===== src/rtl/anti_theft_if.sv =====
// Signal bundle between the anti-theft controller and its environment.
// FUEL_PUMP_EN adds the immobiliser inputs and the fuel pump output.
interface anti_theft_if;
    logic       ignition;
    logic       driver_door;
    logic       passenger_door;
    logic       reprogram;
    logic [1:0] prog_sel;
    logic [3:0] prog_value;
    logic       expired;
    logic       two_hz_enable;
    logic [3:0] value;
    logic       start_timer;
    logic       status_led;
    logic       siren;
`ifdef FUEL_PUMP_EN
    logic       hidden_switch;
    logic       brake_pedal;
    logic       fuel_pump;
`endif

`ifdef FUEL_PUMP_EN
    modport master (
        input  ignition, driver_door, passenger_door, reprogram, prog_sel, prog_value,
               expired, two_hz_enable, hidden_switch, brake_pedal,
        output value, start_timer, status_led, siren, fuel_pump
    );
    modport slave (
        output ignition, driver_door, passenger_door, reprogram, prog_sel, prog_value,
               expired, two_hz_enable, hidden_switch, brake_pedal,
        input  value, start_timer, status_led, siren, fuel_pump
    );
`else
    modport master (
        input  ignition, driver_door, passenger_door, reprogram, prog_sel, prog_value,
               expired, two_hz_enable,
        output value, start_timer, status_led, siren
    );
    modport slave (
        output ignition, driver_door, passenger_door, reprogram, prog_sel, prog_value,
               expired, two_hz_enable,
        input  value, start_timer, status_led, siren
    );
`endif
endinterface


===== src/rtl/anti_theft_fsm.sv =====
// Anti-theft control FSM: owns the interval table and drives the countdown timer handshake.
// Optional FUEL_PUMP_EN adds the hidden-switch/brake fuel pump immobiliser.
//
//  state       | meaning
//  ARMED       | armed, LED blinks at 1 Hz
//  TRIGGERED   | door opened while armed, grace countdown
//  ALARM       | siren on, waiting for all doors closed
//  ALARM_HOLD  | siren held for the alarm interval
//  DISARMED    | ignition on
//  WAIT_OPEN   | ignition off, waiting for driver door to open
//  WAIT_CLOSE  | waiting for driver door to close
//  ARM_DELAY   | arm delay countdown
module anti_theft_fsm #(
    parameter int T_ARM_DEFAULT       = 6,
    parameter int T_DRIVER_DEFAULT    = 8,
    parameter int T_PASSENGER_DEFAULT = 15,
    parameter int T_ALARM_DEFAULT     = 10
) (
    input  logic          clock,
    input  logic          reset,
    anti_theft_if.master  bus
);

    typedef enum logic [2:0] {
        ST_ARMED,
        ST_TRIGGERED,
        ST_ALARM,
        ST_ALARM_HOLD,
        ST_DISARMED,
        ST_WAIT_OPEN,
        ST_WAIT_CLOSE,
        ST_ARM_DELAY
    } state_t;

    localparam logic [1:0] SEL_ARM       = 2'd0;
    localparam logic [1:0] SEL_DRIVER    = 2'd1;
    localparam logic [1:0] SEL_PASSENGER = 2'd2;
    localparam logic [1:0] SEL_ALARM     = 2'd3;

    state_t     state;
    logic [3:0] tbl [4];
    logic [3:0] value_q;
    logic       start_q;
    logic       led_q;
    logic       siren_q;
    logic       any_door;
    logic       expiry;

    assign any_door = bus.driver_door | bus.passenger_door;
    // Only a running countdown may end a timed state; stale pulses are dropped.
    assign expiry   = bus.expired & start_q;

    always_ff @(posedge clock) begin
        if (!reset) begin
            state   <= ST_ARMED;
            tbl[0]  <= 4'(T_ARM_DEFAULT);
            tbl[1]  <= 4'(T_DRIVER_DEFAULT);
            tbl[2]  <= 4'(T_PASSENGER_DEFAULT);
            tbl[3]  <= 4'(T_ALARM_DEFAULT);
            value_q <= 4'd0;
            start_q <= 1'b0;
            led_q   <= 1'b0;
            siren_q <= 1'b0;
        end else if (bus.reprogram) begin
            tbl[bus.prog_sel] <= bus.prog_value;
            state   <= ST_ARMED;
            start_q <= 1'b0;
            led_q   <= 1'b0;
            siren_q <= 1'b0;
        end else if (bus.ignition && state != ST_DISARMED) begin
            state   <= ST_DISARMED;
            start_q <= 1'b0;
            led_q   <= 1'b0;
            siren_q <= 1'b0;
        end else begin
            case (state)
                ST_ARMED: begin
                    siren_q <= 1'b0;
                    if (bus.driver_door) begin
                        state   <= ST_TRIGGERED;
                        value_q <= tbl[SEL_DRIVER];
                        start_q <= 1'b0;
                        led_q   <= 1'b1;
                    end else if (bus.passenger_door) begin
                        state   <= ST_TRIGGERED;
                        value_q <= tbl[SEL_PASSENGER];
                        start_q <= 1'b0;
                        led_q   <= 1'b1;
                    end else if (bus.two_hz_enable) begin
                        led_q   <= ~led_q;
                    end
                end
                ST_TRIGGERED: begin
                    led_q <= 1'b1;
                    if (expiry) begin
                        state   <= ST_ALARM;
                        start_q <= 1'b0;
                        siren_q <= 1'b1;
                    end else begin
                        start_q <= 1'b1;
                    end
                end
                ST_ALARM: begin
                    led_q   <= 1'b1;
                    siren_q <= 1'b1;
                    start_q <= 1'b0;
                    if (!any_door) begin
                        state   <= ST_ALARM_HOLD;
                        value_q <= tbl[SEL_ALARM];
                    end
                end
                ST_ALARM_HOLD: begin
                    if (any_door) begin
                        state   <= ST_ALARM;
                        start_q <= 1'b0;
                    end else if (expiry) begin
                        state   <= ST_ARMED;
                        start_q <= 1'b0;
                        led_q   <= 1'b0;
                        siren_q <= 1'b0;
                    end else begin
                        start_q <= 1'b1;
                    end
                end
                ST_DISARMED: begin
                    led_q   <= 1'b0;
                    siren_q <= 1'b0;
                    start_q <= 1'b0;
                    if (!bus.ignition) state <= ST_WAIT_OPEN;
                end
                ST_WAIT_OPEN: begin
                    start_q <= 1'b0;
                    if (bus.driver_door) state <= ST_WAIT_CLOSE;
                end
                ST_WAIT_CLOSE: begin
                    start_q <= 1'b0;
                    if (!bus.driver_door) begin
                        state   <= ST_ARM_DELAY;
                        value_q <= tbl[SEL_ARM];
                    end
                end
                ST_ARM_DELAY: begin
                    led_q <= 1'b0;
                    if (any_door) begin
                        state   <= ST_WAIT_CLOSE;
                        start_q <= 1'b0;
                    end else if (expiry) begin
                        state   <= ST_ARMED;
                        start_q <= 1'b0;
                    end else begin
                        start_q <= 1'b1;
                    end
                end
                default: begin
                    state   <= ST_ARMED;
                    start_q <= 1'b0;
                end
            endcase
        end
    end

    assign bus.value       = value_q;
    assign bus.start_timer = start_q;
    assign bus.status_led  = led_q;
    assign bus.siren       = siren_q;

`ifdef FUEL_PUMP_EN
    logic pump_q;

    // Immobiliser latch: independent of the alarm state machine.
    always_ff @(posedge clock) begin
        if (!reset) begin
            pump_q <= 1'b0;
        end else if (bus.ignition && bus.hidden_switch && bus.brake_pedal) begin
            pump_q <= 1'b1;
        end else if (!bus.ignition) begin
            pump_q <= 1'b0;
        end
    end

    assign bus.fuel_pump = pump_q;
`endif

endmodule


===== src/flat_wrapper.sv =====
// flat-port wrapper written by rule: the top's interface ports become plain ports
module anti_theft_fsm_flat 
#(
    parameter int T_ARM_DEFAULT       = 6,
    parameter int T_DRIVER_DEFAULT    = 8,
    parameter int T_PASSENGER_DEFAULT = 15,
    parameter int T_ALARM_DEFAULT     = 10
)
  (clock, reset, bus_ignition, bus_driver_door, bus_passenger_door, bus_reprogram, bus_prog_sel, bus_prog_value, bus_expired, bus_two_hz_enable, bus_value, bus_start_timer, bus_status_led, bus_siren);
  anti_theft_if bus_i ();
  input  logic clock;
  input  logic reset;
  input wire logic [$bits(bus_i.ignition)-1:0] bus_ignition;
  input wire logic [$bits(bus_i.driver_door)-1:0] bus_driver_door;
  input wire logic [$bits(bus_i.passenger_door)-1:0] bus_passenger_door;
  input wire logic [$bits(bus_i.reprogram)-1:0] bus_reprogram;
  input wire logic [$bits(bus_i.prog_sel)-1:0] bus_prog_sel;
  input wire logic [$bits(bus_i.prog_value)-1:0] bus_prog_value;
  input wire logic [$bits(bus_i.expired)-1:0] bus_expired;
  input wire logic [$bits(bus_i.two_hz_enable)-1:0] bus_two_hz_enable;
  output wire logic [$bits(bus_i.value)-1:0] bus_value;
  output wire logic [$bits(bus_i.start_timer)-1:0] bus_start_timer;
  output wire logic [$bits(bus_i.status_led)-1:0] bus_status_led;
  output wire logic [$bits(bus_i.siren)-1:0] bus_siren;
  assign bus_i.ignition = bus_ignition;
  assign bus_i.driver_door = bus_driver_door;
  assign bus_i.passenger_door = bus_passenger_door;
  assign bus_i.reprogram = bus_reprogram;
  assign bus_i.prog_sel = bus_prog_sel;
  assign bus_i.prog_value = bus_prog_value;
  assign bus_i.expired = bus_expired;
  assign bus_i.two_hz_enable = bus_two_hz_enable;
  assign bus_value = bus_i.value;
  assign bus_start_timer = bus_i.start_timer;
  assign bus_status_led = bus_i.status_led;
  assign bus_siren = bus_i.siren;
  anti_theft_fsm #(.T_ARM_DEFAULT(T_ARM_DEFAULT), .T_DRIVER_DEFAULT(T_DRIVER_DEFAULT), .T_PASSENGER_DEFAULT(T_PASSENGER_DEFAULT), .T_ALARM_DEFAULT(T_ALARM_DEFAULT)) u_core (.clock(clock), .reset(reset), .bus(bus_i));
endmodule

===== config.mk =====
export PLATFORM = sky130hd
export DESIGN_NAME = anti_theft_fsm_flat
export DESIGN_NICKNAME = d
export VERILOG_FILES = /design/src/rtl/anti_theft_if.sv /design/src/rtl/anti_theft_fsm.sv /design/src/flat_wrapper.sv
export SDC_FILE = /design/constraint.sdc
export NUM_CORES = 1
export LEC_CHECK = 0
export ABC_AREA = 0
export BUFFER_PORTS_ARGS = -buffer_cell sky130_fd_sc_hd__buf_2
export CAP_MARGIN = 10
export CELL_PAD_IN_SITES_DETAIL_PLACEMENT = 1
export CELL_PAD_IN_SITES_GLOBAL_PLACEMENT = 2
export CORE_ASPECT_RATIO = 0.8
export CORE_MARGIN = 5
export CORE_UTILIZATION = 30
export DETAILED_ROUTE_END_ITERATION = 16
export PLACE_DENSITY = 0.67
export RECOVER_POWER = 25
export SLEW_MARGIN = 5
export SYNTH_ARGS = -nofsm -noshare
export SYNTH_HDL_FRONTEND = slang
export SYNTH_SLANG_ARGS = --single-unit

===== constraint.sdc =====
create_clock -name clock -period 3.7 [get_ports clock]
set_input_delay 0.925 -clock clock [delete_from_list [all_inputs] [get_ports clock]]
set_output_delay 0.925 -clock clock [all_outputs]
set_load 0.005 [all_outputs]

==> out/qor.txt, run 1 <==
WHS: 0.4894 ns
Filler Cell Count: 541
peak supply drop: 145.0 uV
RR Startpoint: u_core.state[0]$_SDFFE_PP0P_
Final ANT Viol Nets: 0
GP Congestion: 0.7613
Reg2Reg Setup Slack: 2.06 ns
area leader, netlist: edfxtp_1
Layout area overhead: 14.77%
Slew @ Worst Pin: 0.6827 ns
XOR/XNOR Fraction of Synth Area: 0%
final setup vio count: 0
crit path capture type: flip-flop
register area share after synthesis: 48.70%
post-layout instance area: 1604 um^2
hold path endpoint: u_core.bus.value[1]$_SDFFE_PN0P_
Post-Synthesis Cell Area: 1398 um^2
worst reg2reg path depth: 4
H-tree levels: 1
status: finished, final reports clean
Total GRT Usage: 11.96%
Tmin final: 2.237 ns
Die Area: 6132 um^2
Fin. Hold Viols: 0
max cap viols: 0
Hold Path Stages: 2
pin count of the biggest net entering global routing: 17
hold_sp: u_core.bus.value[1]$_SDFFE_PN0P_
slew margin rel.: 54.43%
mean post-synth cell area: 10.20 um^2
diode count: 0
number of DRC markers in iteration 0: 36
Core ar.: 4542 um^2
Syn Nets: 151
synth unique cells: 37
CTS root buf: clkbuf_8
Synth Area in Simple Gates: 23.90%
I/O pin cnt: 21
Overflow after GRT: 0
setup repair bufs after CTS: 0
complex-gate fraction of the synthesized area: 14.68%
unrepaired setup endpoints after global routing: no
crit share post-route: 60.45%
fmax: 447.1 MHz
post-synthesis adder-cell area fraction: 0%
share of the core filled with cells: 35.32%
DR vias/cell: 5.163
fin nets: 170
Initial Utilization: 30.77%
Cell Area, Placed: 1536 um^2
reg2reg end: u_core.bus.siren$_SDFFE_PP0P_
clk buf depth: 2
die height: 71.05 um
drt total wl: 3.460 mm
global-route wire length before repair: 5.823 mm
WL/cell: 16.09 um
Die Span X: 86.31 um
number of buffers created by CTS: 3
top cells by area, synth: edfxtp_1 34%, dfxtp_1 14%, mux2i_1 9.3%
TritonCTS clock tree: done
Slew Limit Fails: 0
Ys Warns: 0
Clock Latency Late Sink: 0.27 ns
initial antenna violation count: 0
Remaining DRCs: 0
post-DP HPWL: 2.707 mm
Crit path required time: 3.68 ns
clock slew at reported path FFs: 0.09 ns
clk_skew: 0.003262 ns
pwr dens: 400.6 nW/um^2
drt pass-1 iters: 4
post-cts gate resize count: 0
post-synthesis mux area share: 9.311%
CP Launch Type: input port
CTS Sinks: 26
vias in the first global route: 1207
main combinational cell family by area after synthesis: simple AND/OR/NAND/NOR gates
fraction of final layout cells sized beyond drive strength 1: 20.65%
Worst EP arrival: 2.21 ns
# hold bufs at CTS: 0
cell count after synthesis: 137
routed vias: 1110
critical path class: in -> reg
Lkg Pwr: 0.6364 nW
most common cell after layout, fill and taps aside: buf_2
most frequent cells in the layout: 17 x buf_2, 16 x edfxtp_1, 13 x mux2i_1
synthesis-stage register bit count: 26
Rows: 22
HP Class: reg -> reg
final setup TNS: 0 ns
Yosys top cell area share: 34.38%
Worst Path Max Fanout: 12
IO buf count: 20
-- logic make-up (layout without fill, tap and decap cells) --
logic type | Yosys count | count (layout)
AO/OA/AOI/OAI | 30 | 30
buffers and inverters | 9 | 27
flip-flops | 26 | 26
multiplexers | 13 | 13
AND/OR/NAND/NOR | 59 | 59
-- per-layer routing --
layer	vias to the layer above	part of all wire, %	global-route usage [%]
li1	541	-	-
met1	550	51	17.27
met2	19	45	18.14
met3	0	4.3	3.492
met4	0	0	1.557
met5	-	0	0
-- stage by stage --
step,power (mW),instances,setup slack (ns)
finish,0.6426,215,1.463
global route,0.6722,215,1.325
CTS,0.6520,215,1.713
detailed placement,0.4113,211,1.436
global placement,0.4089,211,1.507
floorplan,0.3822,137,1.745
-- critical path, cell delays in order --
cell	delay (ns)
clkbuf_1	0.40
nand2_1	0.21
nor3b_1	0.41
nand2b_1	0.26
-- power breakdown --
part	switching (mW)	total, mW	internal, mW
Clock	0.0945	0.239	0.145
Combinational	0.0393	0.0671	0.0278
Sequential	0.0115	0.336	0.325
-- final cells by class --
class                      count  area (um^2)  share of cell area [%]
sequential                    26        680.7                   42.43
tap                           60        75.07                   4.680
clock buffer                   3        41.29                   2.574
inverter                       3        11.26                  0.7020
multi-input combinational    102        669.4                   41.73
timing repair buffer          20        96.34                   6.006
clock inverter                 1        30.03                   1.872
-- state kept, by name (all words and copies together), names as in the netlist --
register	cells
u_core.bus.siren	1
u_core.bus.status_led	1
u_core.state	3
u_core.bus.start_timer	1
u_core.tbl	16
u_core.bus.value	4
-- worst max path at each step --
stage,from,endpoint,slack [ns]
after global placement,reset,u_core.tbl[1][0]$_SDFFCE_PN0P_,1.51
after CTS,reset,u_core.tbl[1][3]$_SDFFCE_PN1P_,1.71
final,reset,u_core.tbl[1][1]$_SDFFCE_PN0P_,1.46
after detailed placement,reset,u_core.tbl[1][3]$_SDFFCE_PN1P_,1.44
after floorplan,bus_driver_door,u_core.bus.start_timer$_SDFFE_PP0N_,1.74
after global routing,reset,u_core.tbl[1][3]$_SDFFCE_PN1P_,1.33
-- cell usage after synthesis (all sizes together) --
cell and n:
buf 4, or2 7, a21boi 4, a21o 2, and3 4, a211oi 2, a32oi 2, nand2b 10
nor3 3, dfxtp 10, o211a 1, inv 3, a32o 1, nor4bb 1, nor2 7, nand2 10
mux2i 13, nor4 1, a221oi 1, edfxtp 16, nor3b 1, o221ai 1, clkbuf 2, or3 3
o32ai 1, or3b 1, and2 6, o21ai 7, a21oi 8, nand3 5
Power figures use the tool's default switching activity.
==> inputs of run 2 (changes only) <==
clock period = 2.2 ns   (was 3.7 ns; I/O delays follow)
==> run 2 against run 1 <==
Effect of this change:
- setup slack worse by 0.94 ns
- non-clock buffer count stayed put
- die area stayed put
- wire length shrank 1.9%
- flip-flop and latch count stayed put
- largest cell class unchanged
- highest routed layer is now met4
==> out/qor.txt, run 2 (same netlist as run 1, synthesis figures left out) <==
worst reg2reg path depth: 4 (unchanged)
H-tree levels: 1 (unchanged)
Crit path required time: 2.18 ns (was 3.68 ns)
fraction of final layout cells sized beyond drive strength 1: 20.00% (was 20.65%)
Layout area overhead: 14.68% (was 14.77%)
Cell Area, Placed: 1536 um^2 (unchanged)
peak supply drop: 213.8 uV (was 145.0 uV)
I/O pin cnt: 21 (unchanged)
TritonCTS clock tree: done (unchanged)
fin nets: 170 (unchanged)
crit share post-route: 76.30%
Slew @ Worst Pin: 0.6821 ns (was 0.6827 ns)
max cap viols: 0 (unchanged)
vias in the first global route: 1185 (was 1207)
status: finished, final reports clean (unchanged)
setup repair bufs after CTS: 0 (unchanged)
post-cts gate resize count: 0 (unchanged)
initial antenna violation count: 0 (unchanged)
pwr dens: 672.9 nW/um^2 (was 400.6 nW/um^2)
post-DP HPWL: 2.701 mm (was 2.707 mm)
Worst EP arrival: 1.66 ns (was 2.21 ns)
Worst Path Max Fanout: 7 (was 12)
Overflow after GRT: 0 (unchanged)
routed vias: 1117 (was 1110)
clock slew at reported path FFs: 0.09 ns (about the same)
number of DRC markers in iteration 0: 27 (was 36)
CP Launch Type: input port (unchanged)
die height: 71.05 um (unchanged)
Fin. Hold Viols: 0 (unchanged)
Tmin final: 1.679 ns
Hold Path Stages: 2 (unchanged)
most frequent cells in the layout: 16 x buf_2, 16 x edfxtp_1, 13 x mux2i_1 (was 17 x buf_2, 16 x edfxtp_1, 13 x mux2i_1)
post-layout instance area: 1603 um^2 (was 1604 um^2)
Total GRT Usage: 12.06% (was 11.96%)
Die Area: 6132 um^2 (unchanged)
# hold bufs at CTS: 0 (unchanged)
IO buf count: 20 (unchanged)
Most flops, register: u_core.tbl (unchanged)
Power Total: 1.078 mW (was 642.6 uW)
Initial Utilization: 30.77% (unchanged)
slew margin rel.: 54.46% (was 54.43%)
pin count of the biggest net entering global routing: 17 (unchanged)
critical path class: in -> reg (unchanged)
Die Span X: 86.31 um (unchanged)
drt pass-1 iters: 4 (unchanged)
Rows: 22 (unchanged)
CTS Sinks: 26 (unchanged)
WL/cell: 15.78 um (was 16.09 um)
diode count: 0 (unchanged)
Final ANT Viol Nets: 0 (unchanged)
Lkg Pwr: 0.6322 nW (was 0.6364 nW)
CTS root buf: clkbuf_8 (unchanged)
GP Congestion: 0.7592 (was 0.7613)
Remaining DRCs: 0 (unchanged)
global-route wire length before repair: 5.865 mm (was 5.823 mm)
final setup TNS: 0 ns (unchanged)
share of the core filled with cells: 35.29% (was 35.32%)
Core ar.: 4542 um^2 (unchanged)
fmax: 595.7 MHz
drt total wl: 3.393 mm (was 3.460 mm)
Clock Latency Late Sink: 0.27 ns (about the same)
number of buffers created by CTS: 3 (unchanged)
clk buf depth: 2 (unchanged)
Filler Cell Count: 555 (was 541)
crit path capture type: flip-flop (unchanged)
unrepaired setup endpoints after global routing: no (unchanged)
Slew Limit Fails: 0 (unchanged)
clk_skew: 0.001168 ns (was 0.003262 ns)
final setup vio count: 0 (unchanged)
HP Class: reg -> reg (unchanged)
max reg flops: 16 (unchanged)
DR vias/cell: 5.195 (was 5.163)
-- run 2: layout make-up --
cell class              instances  area (um^2)  area share (%)
multi-input cells             102        669.4           41.76
flip-flops and latches         26        680.7           42.47
clock buffers                   3        41.29           2.576
repair buffers                 20        95.09           5.933
clock inverters                 1        30.03           1.874
inverters                       3        11.26          0.7026
well taps                      60        75.07           4.684
-- run 2: layer usage --
| layer | wire (um) | GRT usage [%] |
|---|---|---|
| met4 | 19 | 2.076 |
| met3 | 168 | 3.492 |
| met1 | 1702 | 17.23 |
| met2 | 1503 | 18.31 |
| met5 | 0 | 0 |
-- run 2: worst max-delay path, cell delays in order --
cell and delay (ns):
clkbuf_1 0.27, nand2_1 0.18, nor3b_1 0.40, nand2b_1 0.26
-- run 2: worst paths after layout --
kind,start,endpoint,slack (ns)
worst max-delay path,bus_reprogram,u_core.tbl[1][3]$_SDFFCE_PN1P_,0.52
worst min-delay path,u_core.bus.value[2]$_SDFFE_PN0P_,u_core.bus.value[2]$_SDFFE_PN0P_,0.48
worst max register to register,u_core.state[2]$_SDFFE_PP0P_,u_core.bus.status_led$_SDFFE_PP0P_,0.59
worst min register to register,u_core.bus.value[2]$_SDFFE_PN0P_,u_core.bus.value[2]$_SDFFE_PN0P_,0.48
-- run 2: per-stage QoR --
stage / instances / hold WS [ns] / setup WS, ns
finish: 215 / 0.4848 / 0.5213
global route: 215 / 0.5187 / 0.3361
CTS: 215 / 0.4875 / 0.5561
global placement: 211 / 0.4819 / 0.3826
floorplan: 137 / 0.4735 / 0.6199
detailed placement: 211 / 0.4740 / 0.3243
-- run 2: report_power, final --
| part | total [mW] | leakage [nW] | internal, mW | switching [mW] |
|---|---|---|---|---|
| clock | 0.401 | 0.0357 | 0.244 | 0.157 |
| combinational | 0.113 | 0.358 | 0.0466 | 0.0666 |
| sequential | 0.564 | 0.239 | 0.546 | 0.0181 |
| total | 1.08 | 0.632 | 0.836 | 0.242 |
==> inputs of run 3 (changes only) <==
PLACE_DENSITY = 0.69   (was 0.67)
clock period = 1.47 ns   (was 2.2 ns; I/O delays follow)
==> run 3 against run 2 <==
Effect of this change:
- sequential share of layout area fell by 3.2 points
- via count rose by 1.3%
- cell area rose by 8.7%
- global-route usage rose by 0.40 points
- highest routed layer unchanged
- setup slack got worse by 0.41 ns
- count of clock-buffer cells in the layout did not move
- largest cell class unchanged
- register-to-register slack got worse by 0.48 ns
==> out/qor.txt, run 3 (same netlist as run 1, synthesis figures left out) <==
pin count of the biggest net entering global routing: 16 (was 17)
GP Congestion: 0.7608 (was 0.7592)
Rows: 22 (unchanged)
Lkg Pwr: 0.7334 nW (was 0.6322 nW)
number of DRC markers in iteration 0: 46 (was 27)
Reg2Reg Setup Slack: 0.11 ns (was 0.59 ns)
TritonCTS clock tree: done (unchanged)
initial antenna violation count: 0 (unchanged)
Remaining DRCs: 0 (unchanged)
diode count: 0 (unchanged)
clk_skew: 0.001721 ns (was 0.001168 ns)
max reg flops: 16 (unchanged)
post-DP HPWL: 2.846 mm (was 2.701 mm)
Die Span X: 86.31 um (unchanged)
Worst Path Max Fanout: 2 (was 7)
fraction of final layout cells sized beyond drive strength 1: 31.79% (was 20.00%)
Clock Power Share: 36.4% (was 37.2%)
max cap viols: 0 (unchanged)
Most flops, register: u_core.tbl (unchanged)
IO buf count: 20 (unchanged)
status: finished, final reports clean (unchanged)
sequential share of power: 51.3% (was 52.3%)
Worst EP arrival: 1.57 ns (was 1.66 ns)
CP Launch Type: flip-flop (was input port)
CP max-delay cell: or3b_1 (was nor3b_1)
fin nets: 188 (was 170)
global-route wire length before repair: 6.037 mm (was 5.865 mm)
clk buf depth: 2 (unchanged)
most frequent cells in the layout: 20 x buf_2, 16 x buf_4, 16 x edfxtp_1 (was 16 x buf_2, 16 x edfxtp_1, 13 x mux2i_1)
slew margin rel.: 67.48% (was 54.46%)
Fin. Hold Viols: 0 (unchanged)
Overflow after GRT: 0 (unchanged)
crit share post-route: 92.37%
clock slew at reported path FFs: 0.09 ns (about the same)
crit path capture type: flip-flop (unchanged)
combinational share of power: 12.3% (was 10.5%)
CP Cell Sequence: nor4bb_1 -> buf_4 -> o211a_1 -> or3b_1 -> a21oi_1 (was clkbuf_1 -> nand2_1 -> nor3b_1 -> nand2b_1)
Slew Limit Fails: 0 (unchanged)
Slew @ Worst Pin: 0.4878 ns (was 0.6821 ns)
Total GRT Usage: 12.46% (was 12.06%)
WHS: 0.4023 ns (was 0.4848 ns)
Clock Latency Late Sink: 0.27 ns (about the same)
Die Area: 6132 um^2 (unchanged)
critical path class: reg -> reg (was in -> reg)
drt total wl: 3.492 mm (was 3.393 mm)
Net Switching: 360.6 uW (was 242.1 uW)
Layout area overhead: 24.62% (was 14.68%)
Pint: 1.273 mW (was 836.4 uW)
CP peak stage delay: 0.35 ns (was 0.40 ns)
Crit path required time: 1.68 ns (was 2.18 ns)
routed vias: 1131 (was 1117)
Tmin final: 1.358 ns
most common cell after layout, fill and taps aside: buf_2
WL/cell: 14.99 um (was 15.78 um)
pwr dens: 938.0 nW/um^2 (was 672.9 nW/um^2)
CTS Sinks: 26 (unchanged)
DR vias/cell: 4.854 (was 5.195)
Initial Utilization: 30.77% (unchanged)
H-tree levels: 1 (unchanged)
HP Class: in -> reg (was reg -> reg)
peak supply drop: 284.1 uV (was 213.8 uV)
number of buffers created by CTS: 3 (unchanged)
unrepaired setup endpoints after global routing: no (unchanged)
CTS root buf: clkbuf_8 (unchanged)
Core ar.: 4542 um^2 (unchanged)
fmax: 736.5 MHz
Final ANT Viol Nets: 0 (unchanged)
I/O pin cnt: 21 (unchanged)
vias in the first global route: 1188 (was 1185)
drt pass-1 iters: 4 (unchanged)
final setup vio count: 0 (unchanged)
Sw Ratio: 22.07% (was 22.45%)
Power Total: 1.634 mW (was 1.078 mW)
die height: 71.05 um (unchanged)
run 3: cell count changes in the layout (fill, tap and decap cells not counted):
cell,change
and2_0,+1
and2_1,-1
buf_2,+4
buf_4,+16
clkbuf_1,-2
dfxtp_1,-3
dfxtp_2,+3
nand2b_1,-1
nand2b_2,+1
run 3: final cells by class:
class | instances | area [um^2]
multi-input combinational | 102 | 671.9
timing repair buffer | 38 | 227.7
inverter | 3 | 11.26
clock buffer | 3 | 41.29
sequential | 26 | 684.4
tap | 60 | 75.07
fill | 538 | 2800
clock inverter | 1 | 30.03
run 3: per-stage QoR:
stage          cell area [um^2]  utilization, %  cells  setup TNS (ns)  setup slack, ns
6_report                   1742           38.35    233               0           0.1122
3_3_place_gp               1672           36.80    229        -0.01027         -0.01027
3_5_place_dp               1672           36.80    229         -0.2075         -0.08599
5_1_grt                    1742           38.35    233               0         0.006253
4_1_cts                    1745           38.43    233               0          0.05169
2_1_floorplan              1398               -    137               0          0.07239
run 3: path summary, 6_finish.rpt:
kind,cells after the start,end,startpoint
setup reg to reg,5,u_core.bus.status_led$_SDFFE_PP0P_,u_core.bus.start_timer$_SDFFE_PP0N_
setup / recovery,5,u_core.bus.status_led$_SDFFE_PP0P_,u_core.bus.start_timer$_SDFFE_PP0N_
hold / removal,2,u_core.tbl[3][3]$_DFFE_PP_,bus_prog_value[3]
hold reg to reg,2,u_core.bus.value[3]$_SDFFE_PN0P_,u_core.bus.value[3]$_SDFFE_PN0P_
run 3: power groups by stage:
stage          Clock [mW]  Combinational (mW)  Sequential [mW]
3_5_place_dp            0               0.204            0.855
6_report            0.595               0.201            0.838
3_3_place_gp            0               0.199            0.852
2_1_floorplan           0               0.115            0.847
5_1_grt             0.651               0.226            0.844
4_1_cts             0.614               0.205            0.838
run 3: repair_timing:
| action | CTS | global route |
|---|---|---|
| hold buffers | 0 | 0 |
| buffers inserted | 0 | 0 |
| endpoints found under the hold margin | 0 | 0 |
| endpoints found under the setup margin | 1 | 8 |
| pin swaps | 0 | 0 |
| resized for setup | 1 | 3 |
run 3: metal layers:
| metal | GRT usage (%) | vias up | wire [um] |
|---|---|---|---|
| li1 | - | 574 | - |
| met1 | 17.48 | 532 | 1721 |
| met2 | 19.93 | 23 | 1583 |
| met3 | 2.794 | 2 | 168 |
| met4 | 2.076 | 0 | 18 |
| met5 | 0 | - | 0 |
run 3: critical path, delay by kind of cell, from the launching register on:
family          cells  cell delay, ns
buf+inv             1            0.14
simple gates        2            0.49
flops               1            0.33
compound gates      2            0.34
